$ cat src/rtl/hazard_forward_unit.sv
// Pipeline hazard detection and forwarding-select unit: tracks in-flight register
// writers and, per source port of the ID instruction, picks a bypass stage or stalls.
module hazard_forward_unit #(
    parameter int ADDR_W     = 5,
    parameter int NSRC       = 2,
    parameter int STAGES     = 3,
    parameter int LOAD_STAGE = 2,
    parameter int CNT_W      = 16,
    localparam int SEL_W     = $clog2(STAGES + 1)
) (
    input  logic                     clk,
    input  logic                     rst,
    input  logic                     id_valid,
    input  logic                     id_wr_en,
    input  logic [ADDR_W-1:0]        id_wr_addr,
    input  logic                     id_is_load,
    input  logic [NSRC*ADDR_W-1:0]   id_src_addr,
    input  logic [NSRC-1:0]          id_src_used,
    input  logic                     fwd_en,
    input  logic                     flush,
    output logic                     stall,
    output logic [NSRC*SEL_W-1:0]    fwd_sel,
    output logic [CNT_W-1:0]         stall_cnt
);

    // Tag pipeline, index 1 = EX (youngest), index STAGES = last stage before write-back.
    logic [STAGES:1]   tag_valid;
    logic [STAGES:1]   tag_wr_en;
    logic [STAGES:1]   tag_load;
    logic [ADDR_W-1:0] tag_addr [1:STAGES];

    logic [NSRC-1:0]   port_hit;
    logic [NSRC-1:0]   port_rdy;
    logic [SEL_W-1:0]  port_stage [NSRC];
    logic              match_any;
    logic              wait_any;

    always_ff @(posedge clk or posedge rst) begin
        if (rst) begin
            tag_valid <= '0;
            tag_wr_en <= '0;
            tag_load  <= '0;
            for (int k = 1; k <= STAGES; k++) begin
                tag_addr[k] <= '0;
            end
            stall_cnt <= '0;
        end else begin
            // A stalled or flushed ID instruction leaves a bubble behind in EX.
            tag_valid[1] <= id_valid & ~stall & ~flush;
            tag_wr_en[1] <= id_wr_en;
            tag_addr[1]  <= id_wr_addr;
            tag_load[1]  <= id_is_load;
            for (int k = 2; k <= STAGES; k++) begin
                tag_valid[k] <= tag_valid[k-1];
                tag_wr_en[k] <= tag_wr_en[k-1];
                tag_addr[k]  <= tag_addr[k-1];
                tag_load[k]  <= tag_load[k-1];
            end
            if (stall && (stall_cnt != {CNT_W{1'b1}})) begin
                stall_cnt <= stall_cnt + 1'b1;
            end
        end
    end

    always_comb begin
        port_hit  = '0;
        port_rdy  = '0;
        match_any = 1'b0;
        wait_any  = 1'b0;
        fwd_sel   = '0;
        for (int i = 0; i < NSRC; i++) begin
            port_stage[i] = '0;
            // Scan oldest to youngest so the youngest matching writer wins.
            for (int k = STAGES; k >= 1; k--) begin
                if (tag_valid[k] && tag_wr_en[k] && (tag_addr[k] != '0) &&
                    (tag_addr[k] == id_src_addr[i*ADDR_W +: ADDR_W]) && id_src_used[i]) begin
                    port_hit[i]   = 1'b1;
                    port_stage[i] = SEL_W'(k);
                    port_rdy[i]   = !tag_load[k] || (k >= LOAD_STAGE);
                end
            end
            match_any = match_any | port_hit[i];
            wait_any  = wait_any | (port_hit[i] & ~port_rdy[i]);
            if (fwd_en && port_hit[i] && port_rdy[i]) begin
                fwd_sel[i*SEL_W +: SEL_W] = port_stage[i];
            end
        end
        stall = id_valid && !flush && (fwd_en ? wait_any : match_any);
    end

endmodule

$ cat config.mk
export PLATFORM = sky130hd
export DESIGN_NAME = hazard_forward_unit
export DESIGN_NICKNAME = d
export VERILOG_FILES = /design/src/rtl/hazard_forward_unit.sv
export SDC_FILE = /design/constraint.sdc
export NUM_CORES = 1
export LEC_CHECK = 0
export CAP_MARGIN = 20
export CORE_MARGIN = 2
export CORE_UTILIZATION = 45
export CTS_CLUSTER_DIAMETER = 50
export DETAILED_ROUTE_END_ITERATION = 8
export PLACE_DENSITY_LB_ADDON = 0.12
export SLEW_MARGIN = 10
export SYNTH_ARGS = -nofsm -noshare
export SYNTH_HDL_FRONTEND = slang
export SYNTH_SLANG_ARGS = --single-unit
$ cat constraint.sdc
create_clock -name clk -period 4.02 [get_ports clk]
set_clock_uncertainty 0.05 [all_clocks]
set_input_delay 1.005 -clock clk [delete_from_list [all_inputs] [get_ports clk]]
set_output_delay 1.005 -clock clk [all_outputs]
set_load 0.02 [all_outputs]
==> flow_summary.json <==
{
  "synth_seq_area_share_pct": 50.8,
  "num_rows": 23,
  "route.detailed.wl_per_inst_um": 14.6,
  "start_kind": "primary input",
  "antenna_found_initial": 0,
  "clock-sinks": 38,
  "dp.cells": 279,
  "top_layer": "met4",
  "stdcell_count": 287,
  "yosysTopAreaCell": "dfrtp_1",
  "p_leak_nw": 1.17,
  "grt_pass1_vias": 1585,
  "fin_util_pct": 64.2,
  "io_pins": 45,
  "ys_top_cells_by_area": "dfrtp_1 51%, xnor2_1 11%, xor2_1 9.8%, nand2_1 3.4%, nor3_1 3.2%",
  "rsz0062_at_grt": "false",
  "insertion_delay_ns": 0.28,
  "ys_ff_latch": 38,
  "layout_setup_ws_ns": 0.152,
  "crit_path_end_kind": "primary output",
  "area_growth_syn_to_layout_pct": 37.3,
  "crit_fanout": 3,
  "dr_wl_met3_um": 219,
  "ys_warn_count": 0,
  "h-tree-depth": 2,
  "initial_core_util_pct": 46.8,
  "hold_viol": 0,
  "wl_met2_um": 2070,
  "insertedDiodeCount": 0,
  "drive_gt1_share_pct": 13.9,
  "post_cts_buffers": 0,
  "finalCriticalPeriod_ns": 3.87,
  "final_nets": 261,
  "cts_tree": "done",
  "die-area_um2": 4690,
  "root_buffer": "clkbuf_8",
  "yosysMostFrequentCell": "dfrtp_1",
  "worst_path_max_delay_cell": "clkdlybuf4s50_1",
  "setup_viol": 0,
  "hold_path_class": "register to register",
  "track_usage_pct": 21.3,
  "path_delay_family": "buffers and inverters",
  "dpl.hpwl_um": 3270,
  "cp.required_ns": 2.96,
  "drtAntennaViolNets": 0,
  "wl_um": 4190,
  "crit_buf_inv": 2,
  "gp_congestion": 0.845,
  "final.period_utilization_pct": 96.2,
  "worst-path-stages": 8,
  "die_x_um": 68.5,
  "syn-cell-area_um2": 1870,
  "netlist.area_leader.share_pct": 50.8,
  "detail_route.iter0.violations": 58,
  "ir_drop_uv": 217,
  "drv_cap": 0,
  "synth_cell_types": 33,
  "synth_area_per_cell_um2": 10.9,
  "reg2regPathDepth": 8,
  "grt_pass1_wl_um": 7310,
  "fmax_mhz": 259,
  "syn_inst": 171,
  "relSlewSlack_pct": 51.1,
  "worstPathArrival_ns": 2.81,
  "syn_nets": 196,
  "dr.pass1.iters": 4,
  "maxSlewViolCount": 0,
  "drt-vias-per-instance": 5.21,
  "critPathMaxStageDelay_ns": 0.51,
  "path_clk_slew_ns": 0.07,
  "async_flop_share_pct": 100,
  "die_h_um": 68.5,
  "vias": 1495,
  "pre_cts_slack_ns": -0.487,
  "criticalPathCategory": "primary input to primary output",
  "clockBufferDepth": 2,
  "core_area_um2": 4000,
  "cts_made_buffers": 5,
  "postCtsHoldBufs": 0,
  "whs_path_depth": 0,
  "synthFlopType": "dfrtp_1",
  "worst_pin_slew_ns": 0.732,
  "path_cells": "clkdlybuf4s50_1 > xor2_1 > nor4_1 > nand4_1 > o31a_1 > a32o_2 > nor2_2 > buf_6",
  "grt-ovfl-total": 0,
  "grt_max_degree": 21,
  "cellPowerDensity_nw_per_um2": 296,
  "synthTopCellsByCount": "38 x dfrtp_1, 24 x xnor2_1, 21 x xor2_1",
  "totalPowerFinal_mw": 0.760,
  "run_status": "finished clean",
  "drt-met1-wl_um": 1840,
  "portBuffers": 44,
  "synth_edf_count": 0,
  "drc": 0
}
## registers in the layout, indices dropped and copies added, names as in the netlist
name and cells:
tag_addr 15, tag_load 1, stall_cnt 16, tag_valid 3, tag_wr_en 3
## final cells by class
type,count,area (um^2)
inverters,3,11.3
multi-input cells,129,900
clock inverters,1,5.00
flip-flops and latches,38,951
clock buffers,7,86.3
fillers,323,1430
well taps,50,62.6
repair buffers,59,553
## per-stage QoR
step | setup TNS [ns] | cell area, um^2 | hold slack [ns]
CTS | 0 | 2550 | 0.330
global route | 0 | 2570 | 0.338
global placement | -1.51 | 2470 | 0.318
finish | 0 | 2570 | 0.328
detailed placement | -1.65 | 2470 | 0.314
floorplan | 0 | 1870 | 0.304
## where the power goes
| group | switching, mW | internal, mW |
|---|---|---|
| combinational | 0.0398 | 0.0492 |
| sequential | 0.0149 | 0.395 |
| clock | 0.123 | 0.138 |
## cell families (layout without fill, tap and decap cells)
logic type | count (synthesis) | in the layout | synth area share, %
buffers and inverters | 4 | 70 | 1.20
and+or+nand+nor | 73 | 73 | 21.1
muxes | 2 | 2 | 1.34
DFF | 38 | 38 | 50.8
adders and majority gates | 1 | 1 | 0.669
AOI/OAI and AO/OA | 8 | 8 | 3.81
xor gates and xnor gates | 45 | 45 | 21.1
## worst register-to-register path, delay by kind of cell (launching register included)
family / cells / cell delay, ns
mux: 1 / 0.30
compound gates: 3 / 0.74
simple gates: 3 / 0.81
buf+inv: 1 / 0.21
flops: 1 / 0.43
## worst paths after layout
path                                            end  slack [ns]              startpoint
min                          tag_wr_en[3]$_DFF_PP0_        0.33  tag_wr_en[2]$_DFF_PP0_
max in group asynchronous     tag_addr[9]$_DFF_PP0_        2.11                     rst
min in group asynchronous  stall_cnt[1]$_DFFE_PP0P_        1.10                     rst
max reg2reg                stall_cnt[1]$_DFFE_PP0P_        1.36   tag_addr[6]$_DFF_PP0_
max                                           stall        0.15          id_src_addr[9]
min reg2reg                  tag_wr_en[3]$_DFF_PP0_        0.33  tag_wr_en[2]$_DFF_PP0_
## cells in the final DEF, fill, tap and decap left out, types with 2 or more instances in the layout
| cell type | Yosys | layout |
|---|---|---|
| and2_1 | 2 | 2 |
| buf_2 | 0 | 2 |
| nand3_1 | 6 | 6 |
| buf_4 | 0 | 15 |
| and3_1 | 3 | 3 |
| nand2_1 | 17 | 17 |
| nand4_1 | 8 | 8 |
| clkbuf_8 | 0 | 6 |
| nor3_1 | 12 | 12 |
| or4_1 | 2 | 2 |
| xor2_1 | 21 | 21 |
| nor2_1 | 7 | 6 |
| xnor2_1 | 24 | 24 |
| clkdlybuf4s50_1 | 0 | 32 |
| dfrtp_1 | 38 | 38 |
| nor4_1 | 8 | 8 |
| inv_1 | 3 | 3 |
| dlymetal6s2s_1 | 0 | 6 |
## what timing repair did
| action | CTS | global route |
|---|---|---|
| gates resized for setup | 14 | 14 |
| pin swaps | 2 | 6 |
| setup endpoints to repair | 5 | 5 |
## per-layer routing
metal  vias up  GRT usage [%]
met5         -              0
met4         0           7.75
met3         6           4.93
met2        42           34.0
met1       717           28.1
li1        730              -
No activity file was read; power rests on OpenSTA's default activity.
